<file path="config.mk">
export PLATFORM = sky130hd
export DESIGN_NAME = multicycle_ctrl
export DESIGN_NICKNAME = d
export VERILOG_FILES = /design/src/rtl/ctrl_pkg.sv /design/src/rtl/multicycle_ctrl.sv
export SDC_FILE = /design/constraint.sdc
export NUM_CORES = 1
export LEC_CHECK = 0
export ABC_CLOCK_PERIOD_IN_PS = 3200
export CORE_AREA = 2 2 39 41
export CTS_BUF_LIST = sky130_fd_sc_hd__clkbuf_8 sky130_fd_sc_hd__clkbuf_16
export DETAILED_ROUTE_END_ITERATION = 6
export DIE_AREA = 0 0 41 43
export PLACE_DENSITY = 0.73
export SYNTH_ARGS = -nofsm -noshare
export SYNTH_HDL_FRONTEND = slang
export SYNTH_SLANG_ARGS = --single-unit
</file>
<file path="constraint.sdc">
create_clock -name Clk -period 3.2 [get_ports Clk]
set_input_delay 0.8 -clock Clk [delete_from_list [all_inputs] [get_ports Clk]]
set_output_delay 0.8 -clock Clk [all_outputs]
set_load 0.03 [all_outputs]
</file>
<file path="src/rtl/ctrl_pkg.sv">
// -----------------------------------------------------------------------------
// ctrl_pkg
// Shared constants for the multicycle control FSM:
//   - opcode encodings decoded in the Decode state
//   - state register encodings (S_RST .. S_BR)
//   - PC_Sel mux encodings
//   - an opcode classifier used by the Decode branch
// -----------------------------------------------------------------------------
package ctrl_pkg;

  // Opcode field values (IR[31:26])
  localparam logic [5:0] OP_R    = 6'b100000;
  localparam logic [5:0] OP_ADDI = 6'b110000;
  localparam logic [5:0] OP_LI   = 6'b111000;
  localparam logic [5:0] OP_LW   = 6'b001111;
  localparam logic [5:0] OP_SW   = 6'b011111;
  localparam logic [5:0] OP_B    = 6'b111111;
  localparam logic [5:0] OP_BEQ  = 6'b000000;

  // State encodings; codes 11..15 are unused and recover to S_RST
  localparam logic [3:0] S_RST    = 4'd0;
  localparam logic [3:0] S_IF     = 4'd1;
  localparam logic [3:0] S_DEC    = 4'd2;
  localparam logic [3:0] S_EXE_R  = 4'd3;
  localparam logic [3:0] S_EXE_I  = 4'd4;
  localparam logic [3:0] S_ADDR   = 4'd5;
  localparam logic [3:0] S_MEM_RD = 4'd6;
  localparam logic [3:0] S_MEM_WR = 4'd7;
  localparam logic [3:0] S_WB_ALU = 4'd8;
  localparam logic [3:0] S_WB_MEM = 4'd9;
  localparam logic [3:0] S_BR     = 4'd10;

  // PC_Sel mux encodings
  localparam logic [1:0] PCS_SEQ  = 2'b00;  // PC + 4
  localparam logic [1:0] PCS_BR   = 2'b01;  // PC + 4 + (Imm << 2)
  localparam logic [1:0] PCS_HOLD = 2'b10;  // hold current PC

  // Instruction class, used to pick the Decode successor state
  typedef enum logic [2:0] {
    CLS_R,
    CLS_I,
    CLS_MEM,
    CLS_BR,
    CLS_ILL
  } op_class_t;

  function automatic op_class_t classify(input logic [5:0] opcode);
    op_class_t cls;
    case (opcode)
      OP_R:          cls = CLS_R;
      OP_ADDI, OP_LI: cls = CLS_I;
      OP_LW, OP_SW:  cls = CLS_MEM;
      OP_B, OP_BEQ:  cls = CLS_BR;
      default:       cls = CLS_ILL;
    endcase
    return cls;
  endfunction

endpackage

</file>
<file path="src/rtl/multicycle_ctrl.sv">
// -----------------------------------------------------------------------------
// multicycle_ctrl
// Control FSM for the multicycle datapath. Sequences Fetch / Decode / Execute /
// Memory / Writeback and produces every register write enable and mux select.
// Memory accesses complete on Mem_Ack; enables that commit a memory result
// (IR_WE/PC_WE in fetch, MDR_WE in load) are gated by Mem_Ack in that cycle.
//
// Ports:
//   Clk, Reset_n          rising-edge clock, asynchronous active-low reset
//   Opcode   [OPC_W-1:0]  IR[31:26], valid from Decode onward
//   Zero                  ALU zero flag, used in S_BR for BEQ
//   Mem_Ack               completes the current memory access
//   PC_WE, IR_WE, AB_WE, ALUOut_WE, MDR_WE, RF_WE   register write enables
//   Mem_RE, Mem_WE        memory read / write requests (never both high)
//   PC_Sel   [1:0]        00=PC+4, 01=branch target, 10=hold
//   ALUSrc_Sel            0=B, 1=sign-extended immediate
//   WB_Sel                0=ALUOut, 1=MDR
//   Illegal_Op            one-cycle pulse in Decode on an unknown opcode
// -----------------------------------------------------------------------------
module multicycle_ctrl
  import ctrl_pkg::*;
#(
  parameter int OPC_W = 6,
  parameter int ST_W  = 4
) (
  input  logic             Clk,
  input  logic             Reset_n,
  input  logic [OPC_W-1:0] Opcode,
  input  logic             Zero,
  input  logic             Mem_Ack,
  output logic             PC_WE,
  output logic             IR_WE,
  output logic             AB_WE,
  output logic             ALUOut_WE,
  output logic             MDR_WE,
  output logic             RF_WE,
  output logic             Mem_RE,
  output logic             Mem_WE,
  output logic [1:0]       PC_Sel,
  output logic             ALUSrc_Sel,
  output logic             WB_Sel,
  output logic             Illegal_Op
);

  logic [ST_W-1:0] state_q, state_d;
  op_class_t       op_cls;

  assign op_cls = classify(Opcode);

  // State register
  always_ff @(posedge Clk or negedge Reset_n) begin
    if (!Reset_n) begin
      state_q <= S_RST;
    end else begin
      // NOTE: sequential state uses non-blocking assignment so every flop
      // samples the pre-edge values of its inputs.
      state_q <= state_d;
    end
  end

  // Next-state logic
  always_comb begin
    // NOTE: default first so every path assigns state_d and no latch forms.
    state_d = state_q;
    case (state_q)
      S_RST:    state_d = S_IF;
      S_IF:     if (Mem_Ack) state_d = S_DEC;
      S_DEC: begin
        case (op_cls)
          CLS_R:   state_d = S_EXE_R;
          CLS_I:   state_d = S_EXE_I;
          CLS_MEM: state_d = S_ADDR;
          CLS_BR:  state_d = S_BR;
          default: state_d = S_IF;
        endcase
      end
      S_EXE_R:  state_d = S_WB_ALU;
      S_EXE_I:  state_d = S_WB_ALU;
      S_ADDR:   state_d = (Opcode == OP_LW) ? S_MEM_RD : S_MEM_WR;
      S_MEM_RD: if (Mem_Ack) state_d = S_WB_MEM;
      S_MEM_WR: if (Mem_Ack) state_d = S_IF;
      S_WB_ALU: state_d = S_IF;
      S_WB_MEM: state_d = S_IF;
      S_BR:     state_d = S_IF;
      default:  state_d = S_RST;  // unused encodings recover through reset state
    endcase
  end

  // Output decode. Everything idles at 0 with the PC held unless the state
  // says otherwise; reset forces S_RST, so enables drop asynchronously.
  always_comb begin
    PC_WE      = 1'b0;
    IR_WE      = 1'b0;
    AB_WE      = 1'b0;
    ALUOut_WE  = 1'b0;
    MDR_WE     = 1'b0;
    RF_WE      = 1'b0;
    Mem_RE     = 1'b0;
    Mem_WE     = 1'b0;
    PC_Sel     = PCS_HOLD;
    ALUSrc_Sel = 1'b0;
    WB_Sel     = 1'b0;
    Illegal_Op = 1'b0;
    case (state_q)
      S_IF: begin
        Mem_RE = 1'b1;
        // Instruction word and PC+4 commit only in the cycle the fetch completes
        if (Mem_Ack) begin
          IR_WE  = 1'b1;
          PC_WE  = 1'b1;
          PC_Sel = PCS_SEQ;
        end
      end
      S_DEC: begin
        // An unknown opcode traps back to fetch without touching A/B
        if (op_cls == CLS_ILL) Illegal_Op = 1'b1;
        else                   AB_WE      = 1'b1;
      end
      S_EXE_R: begin
        ALUSrc_Sel = 1'b0;
        ALUOut_WE  = 1'b1;
      end
      S_EXE_I, S_ADDR: begin
        ALUSrc_Sel = 1'b1;
        ALUOut_WE  = 1'b1;
      end
      S_MEM_RD: begin
        Mem_RE = 1'b1;
        MDR_WE = Mem_Ack;
      end
      S_MEM_WR: Mem_WE = 1'b1;
      S_WB_ALU: begin
        RF_WE  = 1'b1;
        WB_Sel = 1'b0;
      end
      S_WB_MEM: begin
        RF_WE  = 1'b1;
        WB_Sel = 1'b1;
      end
      S_BR: begin
        // B is unconditional; BEQ follows the ALU zero flag
        if ((Opcode == OP_B) || Zero) begin
          PC_WE  = 1'b1;
          PC_Sel = PCS_BR;
        end
      end
      default: ;
    endcase
  end

endmodule

</file>
==> summary.md, run 1 <==
| Metric | Value |
|---|---|
| Status | completed |
| Pre-antenna DRT Iters | 4 |
| DP Wirelength | 920 µm |
| Port bufs | 22 |
| FF-to-FF setup slack | 1.78 ns |
| Largest buffer count on any clock path | 2 |
| Initial Util | 35.0% |
| Post-DRT Antenna Nets | 0 |
| Slowest stage delay, CP | 0.55 ns |
| Simple-Gate Fraction of Synth Area | 50.1% |
| Final Skew | 0.00149 ns |
| Crit path max-delay family | buffers and inverters |
| EDFF count, synth | 0 |
| Reg2Reg Capture Point | state_q[3] |
| CTS Root Cell | clkbuf_8 |
| Post-synthesis mux area share | 0% |
| # setup viols final | 0 |
| Worst R2R Path Depth | 3 |
| Top FF cell, synth | dfrtp_1 |
| CTS Buf Count | 3 |
| Post-Route WL | 1190 µm |
| PnR worst setup slack | 0.161 ns |
| Async SR Flop Fraction | 100% |
| Hold WC Path Type | reg -> reg |
| Worst setup SP type | primary input |
| DR DRC count | 0 |
| Synth Area in Adders | 0% |
| DP Area | 694 µm² |
| Hold buffer count at cts | 0 |
| Mapped Area | 484 µm² |
| Cells along the critical path | clkdlybuf4s50_1 -> nand4_1 -> nor2_1 -> o2111a_1 -> or2_1 -> buf_4 |
| First-pass GRT wire length | 1920 µm |
| Largest family of logic cells by synthesized area | simple AND/OR/NAND/NOR gates |
| # IOs | 23 |
| Finished Cell Area | 736 µm² |
| Biggest register | state_q |
| Area of the core | 1380 µm² |
| Crit path time final | 3.04 ns |
| Die Ht | 43 µm |
| Worst setup EP type | output port |
| Buffer and inverter count on the worst path | 2 |
| Worst-margin pin slew | 0.402 ns |
| Initial antenna violation count | 0 |
| Post-synthesis cell count | 65 |
| Finished Layout Cells | 103 |
| Fin crit share | 95.0% |
| GR Overflow Total | 0 |
| Xor and xnor area share after synthesis | 0% |
| Setup repair bufs after CTS | 0 |
| MaxCap Viol Count | 0 |
| Area delta synth->final | 51.9% |
| Layout cells sized above 1 | 17.2% |
| Die area | 1760 µm² |
| Largest net degree at the start of global routing | 17 |
| CTS tree | done |
| # rows | 14 |
| # resized after CTS | 0 |
| Leak | 0.299 nW |
| Max IR drop VDD | 0.000436 V |
| DP Worst Slack | 0.174 ns |
| Hold path start | state_q[3] |
| Reg-to-reg startpoint | state_q[1] |
| WHS | 0.694 ns |
| Yosys synthesis warning count | 0 |
| Final Net Count | 99 |
| Number of flip-flops under the largest register name | 4 |
| Final Hold Viols | 0 |
| CP Max Fanout | 4 |
| Max transition margin | 72.5% |
| Die Wd | 41 µm |
| Total negative slack | 0 ns |
| Sink Count | 4 |
| Worst skew pair latency | 0.21 ns |
| Fmax | 329 MHz |
| Class of the most critical setup path | in -> out |
| Antenna Cells | 0 |
| Routed len/inst | 11.5 µm |
| Vias in the first global route | 488 |
| Synth cell count leaders | nor2_1, nor2b_1, a21oi_1, and3_1, dfrtp_1 |
| Count leader, synth | nor2_1 |
| Slowest CP cell | clkdlybuf4s50_1 |
| Seq/Total Area, Yosys | 20.7% |
| RSZ-0062 raised after global routing | false |
| Synthesized Nets | 75 |
| Placed insts | 100 |
| H-tree lvl count | 1 |
| P per Cell Area | 708 nW/µm² |
| Slew Viols, Final | 0 |
| Hold path cells | 1 |
| Area share of the largest cell type after synthesis | 20.7% |
| Worst EP required | 2.40 ns |
| Synth area leaders | dfrtp_1, nor2b_1, nor2_1 |
| Worst Path Arrival | 2.24 ns |
| Worst Hold End | state_q[3] |
| Vias | 551 |
| Worst-path clk slew | 0.03 ns |
| Yosys cell types | 33 |
| Largest regs | state_q: 4 flops |
| Number of synthesized register bits | 4 |
| Routed vias/inst | 5.35 |
| DRT iter0 DRCs | 8 |
| Avg Synthesized Cell Area | 7.45 µm² |
| Post-synthesis compound-gate area fraction | 22.5% |
| Routability Congestion | 0.804 |
| Synth area leader | dfrtp_1 |
| Total global-route track usage | 15.5% |
[worst max-delay path by stage]
stage                    from         end  slack [ns]  cells past startpoint
floorplan           Opcode[2]   PC_Sel[1]        0.59                      4
global placement    Opcode[5]  Illegal_Op        0.20                      6
detailed placement  Opcode[3]       PC_WE        0.17                      6
CTS                 Opcode[3]       PC_WE        0.16                      6
global route        Opcode[5]  Illegal_Op        0.04                      6
finish              Opcode[3]       PC_WE        0.16                      6
[cells in the final DEF (no fill, tap or decap), types with 2 or more instances in the layout]
master,instances
clkdlybuf4s50_1,17
nor2_1,8
nor2b_1,6
buf_4,6
a21oi_1,5
and3_1,4
dfrtp_1,4
nand2_1,3
nand2b_1,3
clkbuf_8,3
inv_1,2
nor3b_1,2
nand3_1,2
or2_2,2
o21ai_1,2
[worst register-to-register path: stages (launching register included)]
cell and delay, ns:
dfrtp_1 0.59, nand2b_1 0.15, a2111oi_0 0.46, nor3_1 0.09
[power breakdown]
part | switching, W | total, W | internal, W
Sequential | 0.0000517 | 0.000119 | 0.0000670
Clock | 0.0000237 | 0.000104 | 0.0000800
Combinational | 0.000160 | 0.000298 | 0.000139
Total | 0.000235 | 0.000521 | 0.000285
[area by class of cell]
class | instances | area [µm²]
Sequential cell | 4 | 100
Inverter | 2 | 7.51
Fill cell | 150 | 648
Tap cell | 16 | 20.0
Timing Repair Buffer | 23 | 215
Multi-Input combinational cell | 55 | 352
Clock buffer | 3 | 41.3
[cell families (layout without fill, tap and decap cells)]
family,Yosys count,after routing
buffers and inverters,6,28
flip-flops,4,4
AND/OR/NAND/NOR,39,39
AO/OA/AOI/OAI,16,16
[stage by stage]
stage	util [%]	power, W
floorplan	-	0.000313
global placement	50.2	0.000416
detailed placement	50.2	0.000418
CTS	53.2	0.000527
global route	53.2	0.000569
finish	53.2	0.000521
[routing by layer]
metal,share of wire [%],global-route usage (%),up-vias
met5,0,0,-
met4,0,3.33,0
met3,7.5,5.24,0
met2,49,25.0,22
met1,43,19.3,245
li1,-,-,284
(Power assumes the default switching activity.)
==> inputs of run 2 (changes only) <==
--- a/config.mk
+++ b/config.mk
@@ -10,7 +10,8 @@
 export CTS_BUF_LIST = sky130_fd_sc_hd__clkbuf_8 sky130_fd_sc_hd__clkbuf_16
 export DETAILED_ROUTE_END_ITERATION = 6
 export DIE_AREA = 0 0 41 43
-export PLACE_DENSITY = 0.73
+export PLACE_DENSITY_LB_ADDON = 0.1
+export SKIP_CTS_REPAIR_TIMING = 1
 export SYNTH_ARGS = -nofsm -noshare
 export SYNTH_HDL_FRONTEND = slang
 export SYNTH_SLANG_ARGS = --single-unit
==> summary.md, run 2 (same netlist as run 1, synthesis figures left out) <==
| Metric | Value |
|---|---|
| Status | completed |
| CTS Buf Count | 3 |
| RSZ-0062 raised after global routing | false |
| # IOs | 23 |
| Commonest non-fill, non-tap cells in the layout | clkdlybuf4s50_1, nor2_1, nor2b_1, buf_4, a21oi_1 |
| DRT iter0 DRCs | 5 |
| Class of the most critical setup path | in -> out |
| Slowest stage delay, CP | 0.68 ns |
| Worst setup SP type | primary input |
| Worst EP required | 2.40 ns |
| Worst R2R Path Depth | 3 |
| Critical path's most frequent cell | clkdlybuf4s50_1 |
| Vias in the first global route | 457 |
| Initial Util | 35.0% |
| Clock share of power | 19.9% |
| Most common cell after layout, fill and taps aside | clkdlybuf4s50_1 |
| Layout cells sized above 1 | 17.2% |
| Largest regs | state_q: 4 flops |
| Vias | 553 |
| Largest net degree at the start of global routing | 17 |
| Sequential fraction of design power | 23.0% |
| P per Cell Area | 714 nW/µm² |
| Routability Congestion | 0.812 |
| CP Max Fanout | 6 |
| Antenna Cells | 0 |
| Largest buffer count on any clock path | 2 |
| Port bufs | 22 |
| CTS tree | done |
| DR DRC count | 0 |
| Die Ht | 43 µm |
| Routed vias/inst | 5.37 |
| Max transition margin | 69.9% |
| Worst-path clk slew | 0.03 ns |
| Placed insts | 100 |
| Die area | 1760 µm² |
| Area of the core | 1380 µm² |
| MaxCap Viol Count | 0 |
| Worst Path Arrival | 2.25 ns |
| Hold path cells | 1 |
| Post-Route WL | 1220 µm |
| Fmax | 328 MHz |
| Fin crit share | 95.2% |
| Pint | 0.000286 W |
| # setup viols final | 0 |
| Initial antenna violation count | 0 |
| Worst-margin pin slew | 0.452 ns |
| Final Skew | 0.00116 ns |
| First-pass GRT wire length | 1840 µm |
| Slowest CP cell | clkdlybuf4s50_1 |
| # fillers | 157 |
| Final Hold Viols | 0 |
| Sw frac | 45.6% |
| # rows | 14 |
| Crit path time final | 3.05 ns |
| Area delta synth->final | 51.9% |
| Hold WC Path Type | reg -> reg |
| DP Wirelength | 926 µm |
| CTS Root Cell | clkbuf_8 |
| Post-DRT Antenna Nets | 0 |
| Total negative slack | 0 ns |
| Max IR drop VDD | 0.000297 V |
| Pre-antenna DRT Iters | 4 |
| Number of flip-flops under the largest register name | 4 |
| Die Wd | 41 µm |
| Final Net Count | 99 |
| Slew Viols, Final | 0 |
| Cells along the critical path | clkdlybuf4s50_1 -> and3_1 -> clkdlybuf4s50_1 |
| H-tree lvl count | 1 |
| Biggest register | state_q |
| Finished Layout Cells | 103 |
| Sink Count | 4 |
| Total global-route track usage | 14.8% |
| Leak | 0.299 nW |
| Worst skew pair latency | 0.22 ns |
| Psw | 0.000240 W |
| Worst setup EP type | output port |
| GR Overflow Total | 0 |
| Routed len/inst | 11.8 µm |
| Comb pwr share | 57.1% |
[run 2: final timing paths]
kind                            startpoint    endpoint  slack, ns
worst max register to register  state_q[1]  state_q[3]       1.77
worst max-delay path               Mem_Ack       IR_WE       0.15
worst min-delay path            state_q[3]  state_q[3]       0.72
min in group asynchronous          Reset_n  state_q[2]       0.79
worst min register to register  state_q[3]  state_q[3]       0.72
max in group asynchronous          Reset_n  state_q[3]       2.25
[run 2: power by group through the flow]
stage               Sequential, W  Clock (W)  Combinational (W)
floorplan               0.0000795          0           0.000233
global placement         0.000121          0           0.000300
detailed placement       0.000121          0           0.000300
CTS                      0.000120   0.000108           0.000302
global route             0.000127   0.000109           0.000324
finish                   0.000121   0.000105           0.000300
[run 2: per-stage QoR]
step | instance area (µm²) | setup slack [ns] | hold slack (ns) | utilization, % | power, W
finish | 736 | 0.152 | 0.722 | 53.2 | 0.000525
global route | 736 | 0.0469 | 0.772 | 53.2 | 0.000559
CTS | 736 | 0.133 | 0.722 | 53.2 | 0.000531
detailed placement | 694 | 0.142 | 0.723 | 50.2 | 0.000422
global placement | 694 | 0.147 | 0.709 | 50.2 | 0.000422
floorplan | 484 | 0.586 | 0.504 | - | 0.000313
[run 2: critical path: cells and delay by family]
| family | cells | cell delay [ns] |
|---|---|---|
| and+or+nand+nor | 1 | 0.22 |
| buffers and inverters | 2 | 1.23 |
[run 2: final cells by class]
cell class / instances / area [µm²] / area share, %
multi-input combinational: 55 / 352 / 47.8
clock buffer: 3 / 41.3 / 5.61
tap: 16 / 20.0 / 2.72
timing repair buffer: 23 / 215 / 29.3
inverter: 2 / 7.51 / 1.02
sequential: 4 / 100 / 13.6
[run 2: routing by layer]
layer	vias to the layer above	part of all wire, %	global-route usage (%)
li1	283	-	-
met1	250	48	21.2
met2	20	47	20.6
met3	0	5.5	0
met4	0	0	10.0
met5	-	0	0
==> patch: new RTL, flow settings as in run 1 <==
Reset style: synchronous (`Reset_n`), changed in one clocked block. Comments in the files are not updated.
--- a/src/rtl/multicycle_ctrl.sv
+++ b/src/rtl/multicycle_ctrl.sv
@@ -48,7 +48,7 @@
   assign op_cls = classify(Opcode);
 
   // State register
-  always_ff @(posedge Clk or negedge Reset_n) begin
+  always_ff @(posedge Clk) begin
     if (!Reset_n) begin
       state_q <= S_RST;
     end else begin
Behaviour: differs if Reset_n is asserted again (counterexample within 4 cycles, from zero or initial values and one cycle with Reset_n low); with Reset_n held inactive, the same outputs for 10 cycles.
==> patch against run 1 <==
- register-to-register slack is essentially flat
- utilization grew 5.8 points
- sequential cell count is the same
- global-route usage grew 2.9 points
- setup slack lost 0.066 ns
- wire length grew 10%
- design area grew 11%
- synthesized area grew 6.5%
- clock skew shrank 0.00070 ns
- via count grew 14%
Power is not compared: it rests on default switching activity, and its combinational part moved more than twofold at a synthesized area within 25%.
==> patch: results (changes against run 1) <==
stage;metric;value;unit;change
worst_setup_path;critical path's slowest cell;sky130_fd_sc_hd__clkdlybuf4s50_1;;
worst_setup_path;launch point of the worst reg-to-reg path;state_q[2];;
finish;net count of the finished layout;109;;+10%
sta;skew final;0.000794;ns;-0.000701 ns
yosys;most used standard cell by instance count after synthesis;sky130_fd_sc_hd__a21oi_1;;
finish;Ant. Diodes;0;;unchanged
routing;wire length per cell after detailed routing;11.6;um;+0.44%
yosys;fraction of synthesis flops using an asynchronous set or reset pin;0;%;-100 points
worst_setup_path;logic depth of the worst register-to-register path;4;;+1
sta;worst setup slack after layout;0.0954;ns;-0.0656 ns
clocking;CTS Buf Count;3;;unchanged
finish;fill cell instance count of the final layout;136;;-9.3%
worst_setup_path;Reg2Reg Capture Point;state_q[0];;
clocking;register clock-pin slew on the reported worst setup and hold paths;0.03;ns;about the same
clocking;Clock Latency Late Sink;0.21;ns;about the same
sta;actual transition at the worst max-transition pin;0.461;ns;+0.0584 ns
yosys;flip-flop cell with the highest count after synthesis;sky130_fd_sc_hd__dfxtp_1;;
yosys;sequential fraction of the synthesis area;15.5;%;-5.1 points
routing;DR vias;630;;+14%
global_routing;global-route wire length before repair;2270;um;+18%
finish;largest registers ranked by flip-flop count;state_q (4);;
clocking;Root Buffer;sky130_fd_sc_hd__clkbuf_8;;
placement;final weighted congestion of routability-driven global placement;0.770;;-4.2%
routing;Initial DRT Pass Iterations;5;;+1
placement;number of port buffers;22;;unchanged
worst_setup_path;Reg2Reg Setup Slack;1.78;ns;about the same
yosys;post-synth net total;79;;+5.3%
clocking;Max Buffers Root-to-Sink;2;;unchanged
clocking;number of cells upsized or downsized after cts;0;;unchanged
pwr;Leak;0.294;nW;
global_routing;largest net degree at the start of global routing;15;;-2
placement;post-detailed-placement half-perimeter wirelength;1020;um;+11%
yosys;Synth Warn #;0;;unchanged
global_routing;GRT Util Overall;18.4;%;+2.9 points
worst_setup_path;last element of the critical path;MDR_WE;;
global_routing;antenna violations before repair;0;;unchanged
worst_setup_path;CP startpoint;Mem_Ack;;
global_routing;vias in the first global route;556;;+14%
worst_setup_path;crit-path max cell delay;0.72;ns;+0.17 ns
finish;fraction of layout cells with a size suffix above 1;23.7;%;+6.5 points
outcome;result of the run;finished, final reports clean;;
yosys;count of distinct cell types in the synthesized netlist;38;;+15%
worst_setup_path;category of cells accounting for the largest share of critical-path delay;buffers and inverters;;
placement;worst setup slack after placement;0.0301;ns;-0.144 ns
worst_hold_path;worst min-delay path class;flip-flop to flip-flop;;
worst_setup_path;Worst EP arrival;2.30;ns;+0.06 ns
yosys;most area-consuming cells after synthesis;sky130_fd_sc_hd__dfxtp_1 16%, sky130_fd_sc_hd__a21oi_1 4.9%, sky130_fd_sc_hd__nand2b_1 4.9%;;
worst_setup_path;Worst Path Max Fanout;5;;+1
clocking;htree depth;1;;unchanged
clocking;Post-CTS Repair Setup Buffers;0;;unchanged
routing;Initial DRC Count;17;;+9
worst_setup_path;type of the worst setup path;input pin to output pin;;
pwr;peak ir drop on the vdd network;328;uV;
floorplan;Cell Rows;14;;unchanged
-- patch: changes by cell type after synthesis, sizes merged, moves of 2 or more --
cell    delta
dfxtp      +4
o31a       +2
nor3       +4
and3       -3
nor4       -2
nor2b      -2
dfrtp      -4
o211ai     +2
nor2       -4
o21bai     +2
or3        +2
-- patch: how the worst min path moves through the flow --
stage | from | endpoint | cells past startpoint
floorplan | state_q[3] | state_q[2] | 2
global placement | state_q[0] | state_q[1] | 4
detailed placement | state_q[0] | state_q[1] | 4
CTS | state_q[0] | state_q[1] | 4
global route | state_q[0] | state_q[1] | 4
finish | state_q[0] | state_q[1] | 4
-- patch: report_power, final --
part / total (mW) / internal (mW) / switching (mW) / leakage (nW)
logic: 0.105 / 0.0505 / 0.0542 / 0.240
registers: 0.0608 / 0.0540 / 0.00676 / 0.0328
clock network: 0.103 / 0.0799 / 0.0232 / 0.0216
total: 0.269 / 0.184 / 0.0841 / 0.294
-- patch: routing by layer --
metal,GRT usage (%),wire length (um)
met2,25.6,633
met3,4.71,67
met4,8.00,0
met5,0,0
met1,25.9,607
-- patch: worst min-delay path: cells and delay by family, from the launching register on --
kind | cells | cell delay [ns]
AO/OA/AOI/OAI | 2 | 0.14
buffers and inverters | 1 | 0.08
flip-flops | 1 | 0.31
AND/OR/NAND/NOR | 1 | 0.06
-- patch: logic make-up (layout without fill, tap and decap cells) --
family	after synthesis	count (layout)	share of synthesized area (%)
buffers and inverters	7	35	7.28
and+or+nand+nor	35	35	45.4
AOI/OAI and AO/OA	23	23	31.8
DFF	4	4	15.5
-- patch: final cells by class --
| type | instances | area, sq um | area share [%] |
|---|---|---|---|
| clock buffers | 3 | 41.3 | 5.06 |
| flip-flops and latches | 4 | 80.1 | 9.82 |
| repair buffers | 29 | 265 | 32.5 |
| multi-input cells | 58 | 398 | 48.8 |
| well taps | 16 | 20.0 | 2.45 |
| inverters | 3 | 11.3 | 1.38 |
-- patch: through the flow --
step           cells  area, sq um  hold slack (ns)
6_report         113          816            0.633
5_1_grt          113          816            0.678
4_1_cts          113          813            0.635
3_5_place_dp     110          772            0.631
3_3_place_gp     110          772            0.627
2_1_floorplan     69          515            0.600
